==> src/rtl/a2d_pkg.sv <==
// Shared types and constants for the ADC conversion interface.
package a2d_pkg;

    // Conversion sequencer states.
    typedef enum logic [1:0] {IDLE, FRM1, GAP, FRM2} state_t;

    // Divider preload gives SCLK high for 9 clks before the first fall.
    localparam logic [4:0]  SCLK_LOAD  = 5'b10111;
    // Divider value 2 clks after each SCLK rise; MISO is captured here.
    localparam logic [4:0]  SAMPLE_PT  = 5'b10001;
    // Divider value at which a frame with all bits sampled terminates.
    localparam logic [4:0]  FRAME_END  = 5'b11110;
    localparam logic [10:0] CMD_PAD    = 11'h000;
    localparam int unsigned FRAME_BITS = 16;

endpackage

==> src/rtl/spi_mstr16.sv <==
// Single 16-bit SPI frame engine: SCLK = clk/32, idles high, samples MISO
// two clks after each rising edge, shifts MOSI out of the MSB.
module spi_mstr16
    import a2d_pkg::*;
(
    input  logic        clk,
    input  logic        rst_n,
    input  logic        wrt,
    input  logic [15:0] cmd,
    output logic [15:0] rd_data,
    output logic        done,
    output logic        SS_n,
    output logic        SCLK,
    output logic        MOSI,
    input  logic        MISO
);

    logic        ss_n_q, ss_n_d;
    logic [4:0]  div_q, div_d;
    logic [15:0] shft_q, shft_d;
    logic [4:0]  smp_q, smp_d;

    // Frame load, divider advance, sampling and end-of-frame detection.
    always_comb begin
        ss_n_d = ss_n_q;
        div_d  = div_q;
        shft_d = shft_q;
        smp_d  = smp_q;
        done   = 1'b0;
        if (wrt) begin
            ss_n_d = 1'b0;
            div_d  = SCLK_LOAD;
            shft_d = cmd;
            smp_d  = 5'd0;
        end else if (!ss_n_q) begin
            // Divider value 11110 also occurs before the first sample; the
            // sample count keeps that early pass from ending the frame.
            if (div_q == FRAME_END && smp_q == 5'(FRAME_BITS)) begin
                done   = 1'b1;
                ss_n_d = 1'b1;
            end else begin
                div_d = div_q + 5'd1;
                if (div_q == SAMPLE_PT) begin
                    shft_d = {shft_q[14:0], MISO};
                    smp_d  = smp_q + 5'd1;
                end
            end
        end
    end

    // Frame engine state; divider resets to a value with bit 4 set so SCLK idles high.
    always_ff @(posedge clk or negedge rst_n) begin
        if (!rst_n) begin
            ss_n_q <= 1'b1;
            div_q  <= FRAME_END;
            shft_q <= 16'h0000;
            smp_q  <= 5'd0;
        end else begin
            ss_n_q <= ss_n_d;
            div_q  <= div_d;
            shft_q <= shft_d;
            smp_q  <= smp_d;
        end
    end

    assign SS_n    = ss_n_q;
    assign SCLK    = div_q[4] | ss_n_q;
    assign MOSI    = shft_q[15];
    assign rd_data = shft_q;

endmodule

==> src/rtl/a2d_intf.sv <==
// ADC conversion sequencer: channel command frame, chip-select gap, result
// frame, then a sticky completion flag with the 12-bit result.
module a2d_intf
    import a2d_pkg::*;
#(
    parameter int unsigned GAP_CLKS = 32
) (
    input  logic        clk,
    input  logic        rst_n,
    input  logic        strt_cnv,
    input  logic [2:0]  chnnl,
    output logic        cnv_cmplt,
    output logic [11:0] res,
    output logic        SS_n,
    output logic        SCLK,
    output logic        MOSI,
    input  logic        MISO
);

    localparam int unsigned GapW = (GAP_CLKS > 1) ? $clog2(GAP_CLKS) : 1;

    state_t          state_q, state_d;
    logic [GapW-1:0] gap_q, gap_d;
    logic [11:0]     res_q, res_d;
    logic            cmplt_q, cmplt_d;
    logic            wrt;
    logic [15:0]     cmd;
    logic [15:0]     rd_data;
    logic            done;
    logic            unused_rd_hi;

    spi_mstr16 u_spi (
        .clk     (clk),
        .rst_n   (rst_n),
        .wrt     (wrt),
        .cmd     (cmd),
        .rd_data (rd_data),
        .done    (done),
        .SS_n    (SS_n),
        .SCLK    (SCLK),
        .MOSI    (MOSI),
        .MISO    (MISO)
    );

    // Only the low 12 bits of the second frame carry the conversion.
    assign unused_rd_hi = ^rd_data[15:12];

    // Next-state sequencing of the two frames and the chip-select gap.
    always_comb begin
        state_d = state_q;
        gap_d   = gap_q;
        res_d   = res_q;
        cmplt_d = cmplt_q;
        wrt     = 1'b0;
        cmd     = 16'h0000;
        unique case (state_q)
            IDLE: begin
                if (strt_cnv) begin
                    wrt     = 1'b1;
                    cmd     = {2'b00, chnnl, CMD_PAD};
                    cmplt_d = 1'b0;
                    state_d = FRM1;
                end
            end
            FRM1: begin
                if (done) begin
                    gap_d   = '0;
                    state_d = GAP;
                end
            end
            GAP: begin
                gap_d = gap_q + GapW'(1);
                if (gap_q == GapW'(GAP_CLKS - 1)) begin
                    wrt     = 1'b1;
                    state_d = FRM2;
                end
            end
            FRM2: begin
                if (done) begin
                    res_d   = rd_data[11:0];
                    cmplt_d = 1'b1;
                    state_d = IDLE;
                end
            end
            default: state_d = IDLE;
        endcase
    end

    // Sequencer state, result and completion registers.
    always_ff @(posedge clk or negedge rst_n) begin
        if (!rst_n) begin
            state_q <= IDLE;
            gap_q   <= '0;
            res_q   <= 12'h000;
            cmplt_q <= 1'b0;
        end else begin
            state_q <= state_d;
            gap_q   <= gap_d;
            res_q   <= res_d;
            cmplt_q <= cmplt_d;
        end
    end

    assign res       = res_q;
    assign cnv_cmplt = cmplt_q;

endmodule

==> config.mk <==
export PLATFORM = sky130hd
export DESIGN_NAME = a2d_intf
export DESIGN_NICKNAME = d
export VERILOG_FILES = /design/src/rtl/a2d_pkg.sv /design/src/rtl/spi_mstr16.sv /design/src/rtl/a2d_intf.sv
export SDC_FILE = /design/constraint.sdc
export NUM_CORES = 1
export LEC_CHECK = 0
export ABC_AREA = 1
export ABC_CLOCK_PERIOD_IN_PS = 2000
export CORE_MARGIN = 4
export CORE_UTILIZATION = 53
export CTS_BUF_LIST = sky130_fd_sc_hd__clkbuf_2 sky130_fd_sc_hd__clkbuf_4 sky130_fd_sc_hd__clkbuf_8
export DETAILED_ROUTE_END_ITERATION = 10
export GPL_ROUTABILITY_DRIVEN = 0
export GPL_TIMING_DRIVEN = 0
export PLACE_DENSITY = 0.78
export SYNTH_ARGS = -nofsm -noshare
export SYNTH_HDL_FRONTEND = slang
export SYNTH_SLANG_ARGS = --single-unit
==> constraint.sdc <==
create_clock -name clk -period 2 [get_ports clk]
set_clock_uncertainty 0.2 [all_clocks]
set_input_delay 0.2 -clock clk [delete_from_list [all_inputs] [get_ports clk]]
set_output_delay 0.2 -clock clk [all_outputs]
set_load 0.02 [all_outputs]
=== After elaboration in Yosys (flattened, before gate mapping) ===
Cells that the tools add are included.

* Bitwise operators: 1
* Eq/ne operators: 13
* Reduce and logical (&&, ||, !) cells: 11
* $add $sub $neg: 3
* Muxes and demuxes: 31

{| class="wikitable"
|+ Operators with widths
! cell !! number
|-
| two-way mux 16 bit || 4
|-
| two-way mux 5 bit || 8
|-
| two-way mux 14 bit || 2
|-
| equality test 5 bit, second input constant || 4
|-
| adder 5 x 1 -> 5 bit, second input constant || 3
|-
| one-hot mux 5 bit (2 select lines) || 1
|-
| two-way mux 1 bit || 9
|-
| two-way mux 2 bit || 4
|-
| inequality test 2 bit, second input constant || 4
|-
| one-hot mux 2 bit (4 select lines) || 1
|-
| AND reduction 2 bit || 3
|-
| AND reduction 3 bit || 2
|-
| nonzero test 2 bit || 3
|-
| equality test 2 bit, second input constant || 2
|-
| inequality test 2 x 1 -> 1 bit, second input constant || 2
|-
| one-hot mux 1 bit (2 select lines) || 2
|-
| AND reduction 4 bit || 1
|-
| equality test 2 x 1 -> 1 bit, second input constant || 1
|-
| zero test 2 bit || 1
|-
| logical AND 1 bit || 1
|-
| bitwise OR 1 bit || 1
|}

* Register bits after elaboration: 47
* Input port bits: 7
* Output and inout port bits: 16

=== Logic depth before layout (Yosys ltp) ===
Gate-level depths: netlist of run 1.

* Depth after elaboration: 7
* Gate-level depth with buffers: 12
* Mapped depth without buffers: 12

=== Modules after synthesis ===
From an unflattened synthesis of run 1, not the netlist that was laid out.

* Cells, all modules: 296
* Area, all modules: 2,590.0 µm²

{| class="wikitable"
|+ By module, submodules not included
! module !! cells each !! instances !! area an instance (µm²) !! seq. area each (µm²)
|-
| spi_mstr16 || 169 || 1 || 1,566.5 || 681.9
|-
| a2d_intf || 127 || 1 || 1,023.5 || 500.5
|}

=== Least setup slack after synthesis of run 1 ===
OpenSTA, ideal clock, no wires.

* Kind: reg-to-reg
* Start point: reg gap_q[0]
* End point: reg gap_q[0]
* Arrival time: 1,657 ps
* Data required time: 1,683 ps
* Path buffers: 0
* Clock period less this slack: 1,974 ps
* Cell stages (with the launch flop): 13
* Slack: 26 ps
* Cells stage by stage: dfrtp_1 -> ha_1 -> nand2_1 -> nor2_1 -> ha_1 -> nand2_1 -> nand2_2 -> nor2_2 -> nand3_1 -> nand2_2 -> nand2_1 -> nand2_1 -> nand2_1

* Longest elaborated chain between the ends: 6
* Elaborated cells on any way between the ends: 8
* Classes of those cells: add/sub: 1; eq/ne: 2; mux: 4; reduce/logical: 1

{| class="wikitable"
|+ RTL lines
! what !! RTL line !! text
|-
| start: declaration || a2d_intf.sv:23 || <nowiki>logic [GapW-1:0] gap_q, gap_d;</nowiki>
|-
| start signal: assignment || a2d_intf.sv:98 || <nowiki>gap_q <= gap_d;</nowiki>
|-
| equality test 5 bit || a2d_intf.sv:73 || <nowiki>if (gap_q == GapW'(GAP_CLKS - 1)) begin</nowiki>
|-
| two-way mux 1 bit || a2d_intf.sv:73 ||
|-
| one-hot mux 1 bit (2 select lines) || a2d_intf.sv:56 || <nowiki>unique case (state_q)</nowiki>
|-
| two-way mux 1 bit || spi_mstr16.sv:30 || <nowiki>if (wrt) begin</nowiki>
|-
| inequality test 2 bit (no line) || n/a ||
|-
| AND reduction 2 bit (no line) || n/a ||
|}

Several ways; a longest one is shown, not always the timed one.
A chain may end at the register's enable or synchronous reset.

=== Worst setup path after layout of run 1 ===
* Start point: reg gap_q[1]
* End point: reg res_q[1], in the netlist res[1]

* Longest elaborated chain between the ends: 5

{| class="wikitable"
|+ RTL lines
! what !! RTL line !! text
|-
| equality test 5 bit || a2d_intf.sv:73 ||
|-
| two-way mux 1 bit || a2d_intf.sv:73 ||
|-
| one-hot mux 1 bit (2 select lines) || a2d_intf.sv:56 ||
|-
| two-way mux 1 bit || spi_mstr16.sv:30 ||
|-
| AND reduction 2 bit (no line) || n/a ||
|-
| end signal: assignment || a2d_intf.sv:99 || <nowiki>res_q <= res_d;</nowiki>
|-
| end: declaration || a2d_intf.sv:24 || <nowiki>logic [11:0] res_q, res_d;</nowiki>
|}

No other way between the ends.

==> flow_metrics.tcl, run 1 <==
set metrics [dict create \
    fp.dieH_um 75.76 \
    synth.cell_area_um2 2434 \
    slew_worst_pin_ns 0.3936 \
    finish.cell_count_without_fillers 387 \
    gr-total-overflow 0 \
    clock_tree_from_tritoncts "done" \
    crit_path_capture_type "flip-flop" \
    pleak_uw 0.001552 \
    cellPowerDensity_nw_per_um2 1110 \
    postPlaceCellArea_um2 2734 \
    ys_seq_area_share_pct 48.59 \
    grt_antenna_before_repair 0 \
    ys_ff_latch 47 \
    irDropWorstVdd_uv 679.0 \
    period_utilisation_layout_pct 98.42 \
    worst-path-max-fanout 5 \
    post-route-drc-count 0 \
    hold_viol 0 \
    cp_data_required_time_ns 1.99 \
    cts_max_path_buffers 2 \
    max_cap_violations 0 \
    area_delta_synth_final_pct 24.94 \
    drt-vias-per-instance 5.116 \
    power_frac_clock_pct 18.1 \
    syn_avg_cell_area_um2 8.277 \
    drt-pass1-iter-count 4 \
    cp_data_arrival_time_ns 1.96 \
    layout.cell_area.non_filler_um2 3040 \
    boundaryPins 23 \
    final_count_of_pins_violating_max_slew 0 \
    clk_pin_slew_ns 0.09 \
    syn_nets 313 \
    design.final.nets 353 \
    status "finished, final reports clean" \
    placed_cells_incl_taps 369 \
    dp_hpwl_um 3421 \
    grt_max_degree 33 \
    rsz0062_at_grt "yes" \
    layout.core_utilization_pct 68.88 \
    setup_total_negative_slack_ns 0 \
    timing.final.crit_period_ns 1.968 \
    ys.warnings.count 0 \
    inserted_clock_buffers 5 \
    seqPwrFrac_pct 39.7 \
    routed_wl_um 4930 \
    fmaxAchievable_mhz 508.0 \
    max_slew_margin_pct 73.76 \
    final_layout_size_suffix_gt1_share_pct 20.00 \
    fp.coreArea_um2 4414 \
    hold_path_class "in2async" \
    portBuffers 22 \
    grt_pass1_vias 1792 \
    diodes 0 \
    internal_power_uw 2037 \
    layout.filler_cells 355 \
    worst-setup-path-type "reg2reg" \
    htree_levels 2 \
    switchingPower_uw 1338 \
    final_antenna_net_count 0 \
    clock_tree.root_cell "sky130_fd_sc_hd__clkbuf_8" \
    setup_viol 0 \
    route.detailed.wl_per_inst_um 12.74 \
    worst_setup_path_start_kind "flip-flop" \
    pwr-share-comb_pct 42.2 \
    placement_rows 24 \
    drt_first_iter_violations 148 \
    clk_latency_worst_skew_pair_ns 0.30 \
    num_vias 1980 \
    switching_share_pct 39.65 \
    clock_sinks 47 \
    grt_pass1_wl_um 7900 \
    die_area_um2 5740 \
    initial_utilization_pct 55.13 \
    synthCells 294 \
    groute.usage.overall_pct 18.04 \
    die_width_um 75.76 \
    synthDistinctLibCells 26 \
]
[state kept, by name, indices dropped and copies added (netlist names)]
| register | flops |
|---|---|
| res | 12 |
| gap_q | 5 |
| cnv_cmplt | 1 |
| u_spi.rd_data | 16 |
| u_spi.smp_q | 5 |
| u_spi.SS_n | 1 |
| state_q | 2 |
| u_spi.div_q | 5 |
[worst max-delay path: stages, from the launching register on]
cell                      delay [ns]
sky130_fd_sc_hd__dfrtp_1        0.41
sky130_fd_sc_hd__ha_2           0.21
sky130_fd_sc_hd__nand2_2        0.07
sky130_fd_sc_hd__nor2_1         0.04
sky130_fd_sc_hd__ha_2           0.17
sky130_fd_sc_hd__nand2_2        0.08
sky130_fd_sc_hd__nand2_4        0.08
sky130_fd_sc_hd__nor2_4         0.15
sky130_fd_sc_hd__nand4_4        0.16
sky130_fd_sc_hd__buf_12         0.18
sky130_fd_sc_hd__nand2_1        0.04
sky130_fd_sc_hd__o21ai_1        0.06
[power groups by stage]
stage	combinational (uW)	clock, uW	sequential, uW
after floorplan	968	0	1320
after global placement	1180	0	1350
after detailed placement	1230	0	1360
after CTS	1330	620	1330
after global routing	1610	663	1370
final	1430	611	1340
[stage by stage]
step | power (uW) | hold WS (ns) | setup WS, ns
final | 3375 | 0.1466 | 0.03161
after global routing | 3640 | 0.1717 | -0.07450
after CTS | 3280 | 0.1485 | 0.01353
after detailed placement | 2591 | -0.05591 | -0.2337
after global placement | 2535 | 0.2553 | -0.7856
after floorplan | 2289 | -0.2956 | 0.02646
[cell usage after synthesis]
| cell | count | area [um^2] |
|---|---|---|
| sky130_fd_sc_hd__buf_6 | 3 | 33.78 |
| sky130_fd_sc_hd__ha_1 | 12 | 150.1 |
| sky130_fd_sc_hd__nand4_1 | 4 | 25.02 |
| sky130_fd_sc_hd__nand2_2 | 4 | 25.02 |
| sky130_fd_sc_hd__o21ai_1 | 15 | 75.07 |
| sky130_fd_sc_hd__nand3_1 | 27 | 135.1 |
| sky130_fd_sc_hd__xnor2_1 | 1 | 8.760 |
| sky130_fd_sc_hd__dfstp_2 | 5 | 131.4 |
| sky130_fd_sc_hd__clkbuf_1 | 1 | 3.750 |
| sky130_fd_sc_hd__o21ai_0 | 9 | 45.04 |
| sky130_fd_sc_hd__nand2_1 | 96 | 360.4 |
| sky130_fd_sc_hd__nand2_4 | 1 | 11.26 |
| sky130_fd_sc_hd__or2_2 | 4 | 25.02 |
| sky130_fd_sc_hd__buf_2 | 4 | 20.02 |
| sky130_fd_sc_hd__nor2_4 | 2 | 22.52 |
| sky130_fd_sc_hd__xor2_1 | 4 | 35.03 |
| sky130_fd_sc_hd__dfrtp_1 | 42 | 1051 |
| sky130_fd_sc_hd__nor2_1 | 17 | 63.81 |
| sky130_fd_sc_hd__a21oi_2 | 1 | 8.760 |
| sky130_fd_sc_hd__nand4_4 | 1 | 21.27 |
| sky130_fd_sc_hd__a22o_1 | 1 | 8.760 |
| sky130_fd_sc_hd__inv_2 | 2 | 7.510 |
| sky130_fd_sc_hd__nor2_2 | 2 | 12.51 |
| sky130_fd_sc_hd__inv_1 | 34 | 127.6 |
| sky130_fd_sc_hd__nand3_4 | 1 | 17.52 |
| sky130_fd_sc_hd__nor3b_1 | 1 | 7.510 |
[logic make-up after synthesis]
logic type               Yosys count  share of synthesized area [%]
AO/OA/AOI/OAI                     26                          5.655
XOR/XNOR                           5                          1.799
adder cells (fa/ha/maj)           12                          6.170
buffers and inverters             44                          7.918
AND/OR/NAND/NOR                  160                          29.87
flip-flops                        47                          48.59
[routing by layer]
layer	up-vias	track usage, %	part of all wire, %
met2	43	29.75	49
met5	-	0	0
met1	929	23.31	46
met3	8	3.430	4.4
met4	0	7.184	0.93
li1	1000	-	-
[cell usage in the layout (no fill, tap or decap), types with 2 or more instances in the layout]
cell                              synthesis  final
sky130_fd_sc_hd__buf_12                   0      2
sky130_fd_sc_hd__buf_4                    0      6
sky130_fd_sc_hd__buf_6                    3      9
sky130_fd_sc_hd__clkbuf_8                 0      6
sky130_fd_sc_hd__clkdlybuf4s50_1          0     20
sky130_fd_sc_hd__dfrtp_1                 42     42
sky130_fd_sc_hd__dfstp_2                  5      5
sky130_fd_sc_hd__ha_1                    12     10
sky130_fd_sc_hd__ha_2                     0      2
sky130_fd_sc_hd__inv_1                   34     34
sky130_fd_sc_hd__inv_2                    2      2
sky130_fd_sc_hd__nand2_1                 96     84
sky130_fd_sc_hd__nand2_2                  4     11
sky130_fd_sc_hd__nand2_4                  1      6
sky130_fd_sc_hd__nand3_1                 27     26
sky130_fd_sc_hd__nand3_4                  1      2
sky130_fd_sc_hd__nand4_1                  4      4
sky130_fd_sc_hd__nor2_1                  17     17
sky130_fd_sc_hd__nor2_4                   2      3
sky130_fd_sc_hd__o21ai_0                  9      9
sky130_fd_sc_hd__o21ai_1                 15     13
sky130_fd_sc_hd__o21ai_2                  0      2
sky130_fd_sc_hd__or2_2                    4      4
sky130_fd_sc_hd__xor2_1                   4      4
[worst paths after layout]
kind,startpoint,to,slack [ns],cells past startpoint
setup reg to reg,gap_q[1],res[1],0.03,11
hold reg to reg,u_spi.rd_data[14],u_spi.rd_data[15],0.29,2
setup / recovery,gap_q[1],res[1],0.03,11
max in group asynchronous,rst_n,u_spi.div_q[1],0.89,3
hold / removal,rst_n,res[3],0.15,2
min in group clk,u_spi.rd_data[14],u_spi.rd_data[15],0.29,2
[repair_timing]
| item | 4_1_cts | 5_1_grt |
|---|---|---|
| cloned | 0 | 1 |
| pin swaps | 3 | 5 |
| hold buffers | 1 | 0 |
| gates resized for setup | 12 | 26 |
| hold endpoints to repair | 42 | 0 |
| setup endpoints to repair | 47 | 40 |
| buffers inserted | 5 | 3 |
[layout make-up]
| cell class | instances | area (um^2) | area share (%) |
|---|---|---|---|
| clock inverters | 2 | 16.27 | 0.5350 |
| multi-input cells | 203 | 1144 | 37.61 |
| well taps | 52 | 65.06 | 2.140 |
| repair buffers | 33 | 331.6 | 10.91 |
| plain buffers | 8 | 83.83 | 2.757 |
| flip-flops and latches | 47 | 1182 | 38.89 |
| inverters | 36 | 135.1 | 4.444 |
| clock buffers | 6 | 82.58 | 2.716 |
(Power assumes the default switching activity.)
==> run 2, diff against run 1 <==
Settings changed: ABC_CLOCK_PERIOD_IN_PS 2000 to 2330, CORE_UTILIZATION 53 to 55, PLACE_DENSITY 0.78 to 0.77.
Clock period 2 ns to 2.33 ns, I/O delays scaled along.
==> flow_metrics.tcl, run 2 (same netlist as run 1, synthesis figures left out) <==
set metrics [dict create \
    placement_rows 23 \
    largest_register_ffs 16 \
    final_count_of_pins_violating_max_slew 0 \
    design.final.nets 345 \
    fmaxAchievable_mhz 459.4 \
    irDropWorstVdd_uv 585.2 \
    worst_slack_ns 0.1532 \
    status "finished, final reports clean" \
    cellPowerDensity_nw_per_um2 990.1 \
    timing.reg2reg.worst_path_depth 12 \
    period_utilisation_layout_pct 93.42 \
    worst_path_dominant_cell_family "buffers and inverters" \
    clock_tree.root_cell "sky130_fd_sc_hd__clkbuf_8" \
    layout_common_cells "sky130_fd_sc_hd__nand2_1 (96), sky130_fd_sc_hd__dfrtp_1 (42), sky130_fd_sc_hd__inv_1 (34), sky130_fd_sc_hd__nand3_1 (27), sky130_fd_sc_hd__clkdlybuf4s50_1 (21)" \
    pleak_uw 0.001487 \
    die_width_um 74.52 \
    area_delta_synth_final_pct 18.35 \
    finish.cell_count_without_fillers 377 \
    initial_utilization_pct 58.73 \
    worst_setup_path_startpoint "u_spi.SS_n" \
    crit_buf_inv 2 \
    dp_hpwl_um 3420 \
    max_cap_violations 0 \
    grt_antenna_before_repair 0 \
    setup_viol 0 \
    cp_data_required_time_ns 1.90 \
    die_area_um2 5553 \
    slew_worst_pin_ns 0.3589 \
    seq_area_um2 1182 \
    boundaryPins 23 \
    inserted_clock_buffers 5 \
    critical_path.max_stage_delay_ns 0.60 \
    groute.usage.overall_pct 19.24 \
    final.hold.worst_slack_ns 0.1642 \
    multiInputGateArea_um2 1069 \
    max_slew_margin_pct 76.07 \
    htree_levels 2 \
    worst-setup-path-type "reg2out" \
    placed_cells_incl_taps 367 \
    place_worst_setup_slack_ns 0.07245 \
    cp_cell_sequence "inv_1, nand2_1, clkdlybuf4s50_1" \
    grt_pass1_vias 1897 \
    cp_data_arrival_time_ns 1.74 \
    clk_latency_worst_skew_pair_ns 0.31 \
    worst-path-stages 3 \
    drt-vias-per-instance 4.984 \
    hold_viol 0 \
    final_antenna_net_count 0 \
    gr-total-overflow 0 \
    fp.coreArea_um2 4144 \
    drt_first_iter_violations 110 \
    portBuffers 22 \
    commonest_non_fill_non_tap_cell_in_the_layout "sky130_fd_sc_hd__nand2_1" \
    num_vias 1879 \
    fp.dieH_um 74.52 \
    routed_wl_um 4669 \
    timing.critical_path.slowest_stage_cell "sky130_fd_sc_hd__clkdlybuf4s50_1" \
    grt_max_degree 34 \
    cts_max_path_buffers 2 \
    clock_tree_from_tritoncts "done" \
    critical_path.reg2reg.startpoint "gap_q[0]" \
    hold_path_class "in2async" \
    route.detailed.wl_per_inst_um 12.38 \
    layout.filler_cells 373 \
    post-route-drc-count 0 \
    crit_path_capture_type "output pin" \
    grt_pass1_wl_um 8169 \
    timing.final.crit_period_ns 2.177 \
    clk_pin_slew_ns 0.09 \
    clock_sinks 47 \
    final_layout_size_suffix_gt1_share_pct 12.84 \
    drt-pass1-iter-count 4 \
    worst_setup_path_start_kind "flip-flop" \
    worst-path-max-fanout 7 \
    diodes 0 \
]
==> run 2: cell count changes in the layout (fill, tap and decap cells not counted), sizes merged <==
cell and delta:
clkinv -1, dlygate4sd2 -1, clkdlybuf4s50 +1, bufinv +1
inv +1, buf -9
==> run 2: worst register-to-register path, delay by kind of cell, from the launching register on <==
family	cells	cell delay (ns)
and+or+nand+nor	10	1.03
adders and majority gates	2	0.41
DFF	1	0.43
==> run 2: cell type report <==
cell class	instances	share of cell area, %
plain buffers	7	1.955
inverters	36	4.692
clock buffers	5	2.389
repair buffers	26	9.036
multi-input cells	203	37.10
clock inverters	3	1.607
well taps	50	2.172
flip-flops and latches	47	41.05
==> run 2: per-stage QoR <==
step                      cell area, um^2  total power [uW]  setup TNS, ns  util (%)
after CTS                            2856              2843              0     68.93
after global placement               2716              2184         -22.54     65.55
final                                2880              2852              0     69.50
after floorplan                      2434              1965              0         -
after detailed placement             2731              2224              0     65.91
after global routing                 2880              3079       -0.01689     69.50
==> run 2: final timing paths <==
path                                       end  slack [ns]
worst max-delay path                      SCLK        0.15
worst min-delay path            u_spi.smp_q[2]        0.16
worst max register to register        gap_q[1]        0.16
worst min register to register  u_spi.div_q[4]        0.29
max in group asynchronous       u_spi.div_q[4]        1.22
min in group clk                u_spi.div_q[4]        0.29
==> run 2: per-layer routing <==
layer,up-vias,track usage [%],routed length (um)
li1,981,-,-
met4,0,5.336,54
met5,-,0,0
met3,5,4.865,163
met2,21,33.17,2258
met1,872,23.98,2193
==> run 2: what timing repair did <==
| action | in CTS | in global routing |
|---|---|---|
| setup buffers | 0 | 2 |
| setup endpoints to repair | 0 | 35 |
| resized for setup | 0 | 5 |
| hold buffers | 1 | 0 |
| endpoints found under the hold margin | 45 | 0 |
==> run 2: power by group <==
group | internal [uW] | leakage, uW | switching (uW)
clock network | 323 | 0.0000548 | 291
logic | 414 | 0.000808 | 672
registers | 1020 | 0.000624 | 135
total | 1750 | 0.00149 | 1100
==> run 3, diff against run 2 <==
Settings changed: CAP_MARGIN set to 20.
==> results of run 3 <==
Final layout, timing and power as in run 2 (identical DEF).
